<file path="src/rtl/picomips_stim_host.sv">
// ============================================================================
// Module  : picomips_stim_host
// Brief   : Automated stimulus/response host for the picoMIPS switch/LED port.
// Revision: 1.0
// ============================================================================
`default_nettype none

module picomips_stim_host #(
    parameter int SETUP = 2,
    parameter int HOLD  = 8,
    parameter int RWAIT = 16,
    parameter int CW    = 8
) (
    input  logic       clk,
    input  logic       reset,
    input  logic       start,
    input  logic       vec_valid,
    output logic       vec_ready,
    input  logic [7:0] vec_x,
    input  logic [7:0] vec_y,
    input  logic [7:0] exp_x,
    input  logic [7:0] exp_y,
    input  logic       vec_last,
    output logic [7:0] sw,
    output logic       bstus,
    input  logic [7:0] led,
    output logic       res_valid,
    output logic [7:0] res_x,
    output logic [7:0] res_y,
    output logic       res_ok,
    output logic       busy,
    output logic       done,
    output logic [7:0] pass_cnt,
    output logic [7:0] fail_cnt
);

    localparam logic [3:0] S_IDLE  = 4'd0;
    localparam logic [3:0] S_FETCH = 4'd1;
    localparam logic [3:0] S_SETX  = 4'd2;
    localparam logic [3:0] S_STRX  = 4'd3;
    localparam logic [3:0] S_SETY  = 4'd4;
    localparam logic [3:0] S_STRY  = 4'd5;
    localparam logic [3:0] S_WRX   = 4'd6;
    localparam logic [3:0] S_WRY   = 4'd7;
    localparam logic [3:0] S_CHECK = 4'd8;
    localparam logic [3:0] S_DONE  = 4'd9;

    localparam logic [CW-1:0] c_setup_ld = CW'(SETUP - 1);
    localparam logic [CW-1:0] c_hold_ld  = CW'(HOLD - 1);
    localparam logic [CW-1:0] c_rwait_ld = CW'(RWAIT - 1);

    logic [3:0]    r_state;
    logic [3:0]    w_next;
    logic [CW-1:0] r_cnt;
    logic [CW-1:0] w_load;
    logic          w_tdone;

    logic [7:0] r_sw;
    logic       r_bstus;
    logic [7:0] r_vy;
    logic [7:0] r_ex;
    logic [7:0] r_ey;
    logic       r_last;
    logic [7:0] r_res_x;
    logic [7:0] r_res_y;
    logic       r_res_ok;
    logic       r_res_valid;
    logic [7:0] r_pass;
    logic [7:0] r_fail;

    assign w_tdone = (r_cnt == '0);

    always_ff @(posedge clk or posedge reset) begin
        if (reset) r_state <= S_IDLE;
        else       r_state <= w_next;
    end

    always_comb begin
        w_next = r_state;
        case (r_state)
            S_IDLE:  if (start)     w_next = S_FETCH;
            S_FETCH: if (vec_valid) w_next = S_SETX;
            S_SETX:  if (w_tdone)   w_next = S_STRX;
            S_STRX:  if (w_tdone)   w_next = S_SETY;
            S_SETY:  if (w_tdone)   w_next = S_STRY;
            S_STRY:  if (w_tdone)   w_next = S_WRX;
            S_WRX:   if (w_tdone)   w_next = S_WRY;
            S_WRY:   if (w_tdone)   w_next = S_CHECK;
            S_CHECK: w_next = r_last ? S_DONE : S_FETCH;
            S_DONE:  if (start)     w_next = S_FETCH;
            default: w_next = S_IDLE;
        endcase
    end

    always_comb begin
        vec_ready = (r_state == S_FETCH);
        busy      = (r_state != S_IDLE) && (r_state != S_DONE);
        done      = (r_state == S_DONE);
    end

    // Wait count loaded for the state being entered, so a state lasts exactly N cycles.
    always_comb begin
        w_load = '0;
        case (w_next)
            S_SETX, S_SETY: w_load = c_setup_ld;
            S_STRX, S_STRY: w_load = c_hold_ld;
            S_WRX, S_WRY:   w_load = c_rwait_ld;
            default:        w_load = '0;
        endcase
    end

    always_ff @(posedge clk or posedge reset) begin
        if (reset) begin
            r_cnt       <= '0;
            r_sw        <= '0;
            r_bstus     <= 1'b0;
            r_vy        <= '0;
            r_ex        <= '0;
            r_ey        <= '0;
            r_last      <= 1'b0;
            r_res_x     <= '0;
            r_res_y     <= '0;
            r_res_ok    <= 1'b0;
            r_res_valid <= 1'b0;
            r_pass      <= '0;
            r_fail      <= '0;
        end else begin
            r_res_valid <= 1'b0;
            if (w_next != r_state)  r_cnt <= w_load;
            else if (r_cnt != '0)   r_cnt <= r_cnt - 1'b1;

            case (r_state)
                S_IDLE, S_DONE: begin
                    if (start) begin
                        r_pass <= '0;
                        r_fail <= '0;
                    end
                end
                S_FETCH: begin
                    if (vec_valid) begin
                        r_sw   <= vec_x;
                        r_vy   <= vec_y;
                        r_ex   <= exp_x;
                        r_ey   <= exp_y;
                        r_last <= vec_last;
                    end
                end
                S_SETX: if (w_tdone) r_bstus <= 1'b1;
                S_STRX: if (w_tdone) r_sw    <= r_vy;
                S_SETY: if (w_tdone) r_bstus <= 1'b0;
                S_WRX:  if (w_tdone) r_res_x <= led;
                S_WRY: begin
                    if (w_tdone) begin
                        r_res_y     <= led;
                        r_res_ok    <= (r_res_x == r_ex) && (led == r_ey);
                        r_res_valid <= 1'b1;
                    end
                end
                S_CHECK: begin
                    if (r_res_ok) begin
                        if (r_pass != 8'hFF) r_pass <= r_pass + 1'b1;
                    end else begin
                        if (r_fail != 8'hFF) r_fail <= r_fail + 1'b1;
                    end
                    if (r_last) r_sw <= '0;
                end
                default: ;
            endcase
        end
    end

    assign sw        = r_sw;
    assign bstus     = r_bstus;
    assign res_x     = r_res_x;
    assign res_y     = r_res_y;
    assign res_ok    = r_res_ok;
    assign res_valid = r_res_valid;
    assign pass_cnt  = r_pass;
    assign fail_cnt  = r_fail;

endmodule

`default_nettype wire

</file>
<file path="config.mk">
export PLATFORM = sky130hd
export DESIGN_NAME = picomips_stim_host
export DESIGN_NICKNAME = d
export VERILOG_FILES = /design/src/rtl/picomips_stim_host.sv
export SDC_FILE = /design/constraint.sdc
export NUM_CORES = 1
export LEC_CHECK = 0
export ABC_AREA = 1
export CAP_MARGIN = 30
export CORE_MARGIN = 1.5
export CORE_UTILIZATION = 50
export DETAILED_ROUTE_END_ITERATION = 8
export GPL_ROUTABILITY_DRIVEN = 0
export PLACE_DENSITY_LB_ADDON = 0.15
export SYNTH_ARGS = -nofsm -noshare
export SYNTH_HDL_FRONTEND = slang
export SYNTH_SLANG_ARGS = --single-unit
</file>
<file path="constraint.sdc">
create_clock -name clk -period 3.3 [get_ports clk]
set_input_delay 0.495 -clock clk [delete_from_list [all_inputs] [get_ports clk]]
set_output_delay 0.495 -clock clk [all_outputs]
set_load 0.01 [all_outputs]
</file>
# Word level (Yosys, flattened, before mapping)
# Index checks and enable logic that the tools add are counted.
[classes]
n_eq_ne = 31
n_addsub = 3
muxes = 29
reduce_logical = 21
[ops]
columns = ["op", "n"]
rows = [
  ["$mux W8", 10],
  ["$mux W4", 9],
  ["$pmux W4 S9", 1],
  ["$eq A4 B3 Y1 const B", 8],
  ["$pmux W8 S2", 2],
  ["$pmux W8 S3", 1],
  ["$ne A2 B2 Y1 const B", 9],
  ["$add A8 B1 Y8 const B", 2],
  ["$eq A4 B2 Y1 const B", 4],
  ["$eq A8 B8 Y1", 2],
  ["$ne A8 B8 Y1 const B", 2],
  ["$pmux W4 S3", 1],
  ["$reduce_and A4 Y1", 3],
  ["$eq A4 B4 Y1 const B", 2],
  ["$logic_not A8 Y1", 1],
  ["$reduce_bool A8 Y1", 1],
  ["$reduce_or A2 Y1", 4],
  ["$sub A8 B1 Y8 const B", 1],
  ["$reduce_and A2 Y1", 3],
  ["$reduce_bool A2 Y1", 3],
  ["$eq A4 B1 Y1 const B", 1],
  ["$logic_not A4 Y1", 1],
  ["$mux W1", 4],
  ["$ne A4 B4 Y1", 1],
  ["other kinds (7)", 8],
]
[word_totals]
output_inout_bits = 46
input_bits = 45
reg_bits = 80
elab_cells = 98

# Depth between registers and ports, before layout
# Gate-level depths: netlist of the first run.
[logic_depth]
ltp_word = 7
mapped_depth = 14
ltp_nobuf = 14

# Worst setup path after synthesis of the first run
# OpenSTA, ideal clock, no wires.
[synth_path]
kind = "flip-flop to flip-flop"
from = "reg r_cnt[0]"
to = "reg r_cnt[3]"
n_path_buf = 0
arrival_time_ns = 1.596
stages_incl_launch_ff = 14
synth_period_minus_slack_ns = 1.714
required_ns = 3.183
setup_slack_ns = 1.586
setup_ns = 0.117
cell_sequence = "dfrtp_1 -> inv_1 -> ha_1 -> nand2_2 -> nor2_4 -> nand2_4 -> nand2_1 -> nor2_2 -> nand2_2 -> nand2_1 -> nand2_2 -> nand2_4 -> o21ai_1 -> inv_1"
[synth_via]
elab_chain_len = 7
word_cells_on_any_way = 24
cone_classes = "add/sub: 1; eq/ne: 7; mux: 10; reduce/logical: 6"
[synth_rtl]
columns = ["item", "line_no", "text"]
rows = [
  ["from (decl)", "54", "logic [CW-1:0] r_cnt;"],
  ["from (signal assigned)", "129", "if (w_next != r_state) r_cnt <= w_load;"],
  ["from (signal assigned)", "130", "else if (r_cnt != '0) r_cnt <= r_cnt - 1'b1;"],
  ["$logic_not A8 Y1 (*)", "71", "assign w_tdone = (r_cnt == '0);"],
  ["$mux W4, or another cell as far along", "88", "S_WRY: if (w_tdone) w_next = S_CHECK;"],
  ["$pmux W4 S9 (*)", "80", "case (r_state)"],
  ["net w_next[0]", "53", "logic [3:0] w_next;"],
  ["$eq A4 B3 Y1 / $eq A4 B2 Y1 (equally long branches)", "104", "case (w_next)"],
  ["$reduce_or A2 Y1", "104", ""],
  ["$pmux W4 S3", "104", ""],
  ["$mux W8", "129", ""],
]
# Mark *: on every way through the listed nets, which the timed path passes. The rest lies on a longest branch. The select of a mux whose other input is x is not followed.
# A chain may end at the register's enable or synchronous reset.

# Final worst setup path of the first run
[layout_path]
from = "reg r_state[2]"
to = "out vec_ready"
[layout_via]
elab_chain_len = 1
[layout_rtl]
columns = ["item", "line_no", "text"]
rows = [
  ["from (decl)", "52", "logic [3:0] r_state;"],
  ["from (signal assigned)", "75", "else r_state <= w_next;"],
  ["$eq A4 B1 Y1", "96", "vec_ready = (r_state == S_FETCH);"],
  ["to (decl)", "18", "output logic vec_ready,"],
]
# Every way passes these cells.

==> metrics, run 1 <==
Ys Warns=0; share of layout cells above drive strength 1=14.5%; die height=92.3 um; first drt pass iteration count=6; max_slew headroom=52.1%; Worst setup EP type=output pin; WL/cell=13.1 um; pre-CTS setup slack=1.08 ns; Placed Instances=626; overall global routing resource usage=21.9%; Worst EP arrival=1.86 ns; post-synthesis instance total=441; final-report setup violation count=0; # rows=32; Startpoint Class=register; Worst Reg-to-Reg Cells=13; worst-path fanout max=4; hold depth=1; width of the die=92.3 um; IO buf count=90; setup_tns=0 ns; Slew @ Worst Pin=0.718 ns; Worst EP required=2.80 ns; worst-skew pair later-pin latency=0.34 ns; critical setup path kind=register to output pin; MaxCap Viol Count=0; status=finished clean; LEAKAGE=2.48 nW; post-route core utilization=67.3%; Pins Over Slew Limit=0; Final ANT Viol Nets=0; htree depth=3; DP HPWL=6.29 mm; highest-delay cell along the critical path=clkdlybuf4s50_1; worst path cell trace=nor2_1 -> inv_1 -> nor2_2 -> clkdlybuf4s50_1; Avg Inst Size Synth=9.03 um^2; Tcrit/Tclk final=71.4%; CTS hold repair buffers=0; Starting Density=51.6%; Netlist cell types=36; Hold Vio Cnt, Final=0; # IOs=91; Cell Area, Synth=3980 um^2; Ant. Diodes=0; Longest Clk Path Bufs=2; clock tree from TritonCTS=built; Hold Crit Class=register to register; Routed WL=8.41 mm; Total Die Area=8510 um^2; drt drc=0; Final Skew=0.00731 ns; Num CTS Buffers=9; Fill cells=603; VDD IR max=0.000448 V; crit-path max cell delay=0.57 ns; Clock Sinks=80; Core ar.=7730 um^2; Max Freq=0.424 GHz; Iter 0 DRT Violations=143; worst setup margin=0.944 ns; Via Count=3238; initial antenna violation count=0; synthesis-stage register bit count=80; Via-to-Cell Ratio=5.05; overall power=4.29 mW; sequential area share after synthesis=50.3%; final non-filler cell total=641; GRT overflow=0; Synth Net Count=489; nets=583; CTS clock-pin slew for the worst setup and hold paths=0.08 ns; post-CTS setup buffer count=0; post_cts resized=0; CTS root buf=clkbuf_8; RSZ-0062 raised after global routing=false; PwrDens=825 nW/um^2; largest net degree at the start of global routing=42; vias in the first global route=3157; Synth-to-Final Area Change=30.5%; min Tclk post-route=2.36 ns; first-pass GRT wire length=14.6 mm
[flip-flops by register name, summed over array words and instances, names as in the netlist]
register,flops
fail_cnt,8
pass_cnt,8
r_cnt,8
r_ex,8
r_ey,8
r_vy,8
res_x,8
res_y,8
sw,8
r_state,4
bstus,1
r_last,1
res_ok,1
res_valid,1
[layer usage]
layer	track usage (%)	vias to the layer above	wire length, um	share of wire [%]
li1	-	1626	-	-
met1	27.9	1518	3700	44
met2	35.7	82	4100	49
met3	5.97	12	489	5.8
met4	8.33	0	114	1.4
met5	0	-	0	0
[cell type report]
| cell class | instances | area (um^2) | area share [%] |
|---|---|---|---|
| Timing Repair Buffer | 92 | 928 | 17.9 |
| Clock inverter | 6 | 85.1 | 1.64 |
| Sequential cell | 80 | 2000 | 38.5 |
| Multi-Input combinational cell | 300 | 1740 | 33.4 |
| Clock buffer | 9 | 124 | 2.38 |
| Tap cell | 102 | 128 | 2.45 |
| Inverter | 52 | 196 | 3.78 |
[cells in the final DEF, fill, tap and decap left out, drive strengths merged, types with 2 or more instances in the layout]
cell and n:
nor2 56, clkbuf 9, ha 3, nand3 28
a21o 3, clkinv 3, nor4 3, clkinvlp 2
xnor2 12, nand2 79, bufinv 2, or2 5
nor3 6, nand4 7, clkdlybuf4s50 90, xor2 7
dfrtp 80, nor3b 3, a21oi 25, inv 51
mux2 21, buf 2, o21ai 36
[worst paths after layout]
check	from	to	slack, ns
setup / recovery	r_state[2]$_DFF_PP0_	vec_ready	0.94
max in group asynchronous	reset	res_x[7]$_DFFE_PP0P_	2.08
setup reg to reg	r_cnt[0]$_DFFE_PP0P_	r_cnt[3]$_DFFE_PP0P_	1.07
hold reg to reg	sw[2]$_DFFE_PP0P_	sw[2]$_DFFE_PP0P_	0.49
min in group asynchronous	reset	fail_cnt[2]$_DFFE_PP0P_	0.57
hold / removal	sw[2]$_DFFE_PP0P_	sw[2]$_DFFE_PP0P_	0.49
[through the flow]
stage	hold slack [ns]	cell area [um^2]
2_1_floorplan	0.478	3980
3_3_place_gp	0.464	4990
3_5_place_dp	0.473	4990
4_1_cts	0.491	5200
5_1_grt	0.510	5200
6_report	0.491	5200
[cells by family after synthesis]
logic type	count (synthesis)	synth area share [%]
buf+inv	61	6.19
compound gates	69	9.30
fa+ha+maj	3	0.942
simple gates	188	22.8
mux	21	6.31
flops	80	50.3
xor+xnor	19	4.18
[critical path, delay by kind of cell, from the launching register on]
family,cells,cell delay (ns)
AND/OR/NAND/NOR,2,0.38
flip-flops,1,0.43
buffers and inverters,2,0.71
[synth_stat cells, drive strengths merged]
| master | number | area (um^2) |
|---|---|---|
| mux2 | 21 | 251 |
| buf | 4 | 32.5 |
| xor2 | 7 | 61.3 |
| o22ai | 1 | 6.26 |
| dfrtp | 80 | 2000 |
| nand2 | 79 | 354 |
| nand3 | 28 | 140 |
| nand4 | 7 | 43.8 |
| a31oi | 1 | 6.26 |
| a21oi | 25 | 125 |
| o21a | 1 | 7.51 |
| xnor2 | 12 | 105 |
| nor4 | 3 | 18.8 |
| nor3 | 6 | 35.0 |
| ha | 3 | 37.5 |
| o211ai | 1 | 7.51 |
| and3 | 1 | 6.26 |
| nor2 | 56 | 258 |
| inv | 52 | 195 |
| o31ai | 1 | 7.51 |
| a21o | 3 | 22.5 |
| o21ai | 36 | 188 |
| or2 | 5 | 31.3 |
| clkbuf | 5 | 18.8 |
| nor3b | 3 | 22.5 |
[report_power, final]
group,internal (mW),switching (mW)
Clock,0.419,0.346
Combinational,0.929,1.01
Sequential,1.34,0.250
Power figures use the tool's default switching activity.
==> run 2, diff against run 1 <==
--- a/config.mk
+++ b/config.mk
@@ -8,7 +8,7 @@
 export ABC_AREA = 1
 export CAP_MARGIN = 30
 export CORE_MARGIN = 1.5
-export CORE_UTILIZATION = 50
+export CORE_UTILIZATION = 45
 export DETAILED_ROUTE_END_ITERATION = 8
 export GPL_ROUTABILITY_DRIVEN = 0
 export PLACE_DENSITY_LB_ADDON = 0.15
==> constraint.sdc (replaced) <==
create_clock -name clk -period 2.1 [get_ports clk]
set_input_delay 0.315 -clock clk [delete_from_list [all_inputs] [get_ports clk]]
set_output_delay 0.315 -clock clk [all_outputs]
set_load 0.01 [all_outputs]
==> run 2 against run 1 <==
Against the previous run: sequential power up 57%; die area up 11%; register-to-register slack worse by 0.88 ns; clock-buffer cell count up 1; critical path depth unchanged; core utilization down 5.7 points.
==> metrics, run 2 (synthesis results as in run 1) <==
status=finished clean; setup_tns=0 ns; Finished Cell Area=5320 um^2; Total Die Area=9430 um^2; Final ANT Viol Nets=0; Hold Crit Class=input pin to async pin; VDD IR max=0.000541 V; Via Count=3246; Via-to-Cell Ratio=4.93; # IOs=91; overall global routing resource usage=19.0%; Max Freq=0.496 GHz; area of the multi-input gates=1770 um^2; CP top delay family=buffers and inverters; share of layout cells above drive strength 1=17.4%; highest-delay cell along the critical path=clkdlybuf4s50_1; drt drc=0; IO buf count=90; WL/cell=13.1 um; worst-path fanout max=4; LEAKAGE=2.52 nW; Starting Density=46.1%; CTS clock-pin slew for the worst setup and hold paths=0.09 ns; post-route core utilization=61.5%; Worst setup EP type=output pin; critical setup path kind=register to output pin; clock tree from TritonCTS=built; # rows=34; first drt pass iteration count=4; Synth-to-Final Area Change=33.4%; Tcrit/Tclk final=96.0%; largest net degree at the start of global routing=81; min Tclk post-route=2.02 ns; worst reg2reg setup slack=0.19 ns; Startpoint Class=register; Fill cells=758; worst setup margin=0.0836 ns; die height=97.1 um; RSZ-0062 raised after global routing=false; pre-CTS setup slack=0.116 ns; Hold WS=0.407 ns; most frequent cells in the layout=88 x clkdlybuf4s50_1, 77 x dfrtp_1, 63 x nand2_1; htree depth=3; final-report setup violation count=0; CTS root buf=clkbuf_8; Worst EP arrival=1.70 ns; Final Skew=0.0104 ns; FF/Latch Area=2010 um^2; initial antenna violation count=0; worst-skew pair later-pin latency=0.35 ns; most common cell after layout, fill and taps aside=clkdlybuf4s50_1; first-pass GRT wire length=14.3 mm; DP HPWL=6.38 mm; Clock Sinks=80; Placement Cell Area=5050 um^2; vias in the first global route=3131; Hold Vio Cnt, Final=0; worst path cell trace=nor2_1 -> nand2_1 -> inv_1 -> clkdlybuf4s50_1; nets=594; MaxCap Viol Count=0; Slew @ Worst Pin=0.455 ns; Num CTS Buffers=9; CP bufs+invs=2; Ant. Diodes=0; end of the worst register-to-register path=r_cnt[3]$_DFFE_PP0P_; crit-path max cell delay=0.53 ns; GRT overflow=0; Core ar.=8640 um^2; Pins Over Slew Limit=0; max_slew headroom=69.6%; FF-to-FF Start=r_cnt[0]$_DFFE_PP0P_; Worst EP required=1.78 ns; Routed WL=8.62 mm; Worst Reg-to-Reg Cells=13; PwrDens=1290 nW/um^2; Iter 0 DRT Violations=163; Longest Clk Path Bufs=2; width of the die=97.1 um
run 2: cell types whose count changed in the layout (fill, tap and decap cells not counted), moves of 3 or more:
cell	before	now
buf_4	1	11
clkinv_2	3	0
dfrtp_1	80	77
dfrtp_2	0	3
run 2: layout make-up:
class / instances / area share [%]
clock buffer: 10 / 2.40
clock inverter: 6 / 1.32
inverter: 52 / 3.74
multi-input combinational: 301 / 33.3
sequential: 80 / 37.7
tap: 108 / 2.54
timing repair buffer: 102 / 19.0
run 2: report_power, final:
group / total [mW] / internal, mW / switching (mW) / leakage, nW
logic: 3.23 / 1.56 / 1.67 / 1.48
registers: 2.49 / 2.11 / 0.378 / 0.951
clock network: 1.13 / 0.553 / 0.572 / 0.0887
run 2: worst reg2reg max path: stages (launching register included):
cell and delay (ns):
dfrtp_1 0.39, inv_1 0.10, ha_2 0.23, nand2_4 0.09, nor2_4 0.20, nor2_1 0.08
nor2_2 0.12, nand3_1 0.08, nand2_1 0.11, nor2_4 0.06, nand2_4 0.13, nand2_1 0.07
o21ai_1 0.09, inv_1 0.06
run 2: worst max-delay path by stage:
stage	startpoint	to	slack, ns	depth (start not counted)
after floorplan	r_cnt[0]$_DFFE_PP0P_	r_cnt[3]$_DFFE_PP0P_	0.39	13
after global placement	start	r_cnt[3]$_DFFE_PP0P_	0.15	12
after detailed placement	r_cnt[0]$_DFFE_PP0P_	r_cnt[1]$_DFFE_PP0P_	0.12	11
after CTS	r_state[1]$_DFF_PP0_	busy	0.005	5
after global routing	r_state[2]$_DFF_PP0_	done	0.001	4
final	r_state[2]$_DFF_PP0_	done	0.08	4
run 2: timing repair:
action	in CTS	in global routing
setup endpoints to repair	3	14
resized for setup	2	10
pin swaps	0	1
hold buffers	0	0
cloned	0	1
setup buffers	2	1
run 2: layer usage:
layer  part of all wire [%]  vias up  track usage (%)
met2                     49       79             31.7
met5                      0        -                0
met3                    5.9       15             4.89
li1                       -     1642                -
met1                     44     1510             23.5
met4                    1.8        0             8.03
run 2: stage by stage:
stage / total power, mW / instances
floorplan: 4.57 / 441
detailed placement: 5.64 / 639
CTS: 6.84 / 657
finish: 6.84 / 659
global route: 7.36 / 659
global placement: 5.56 / 639
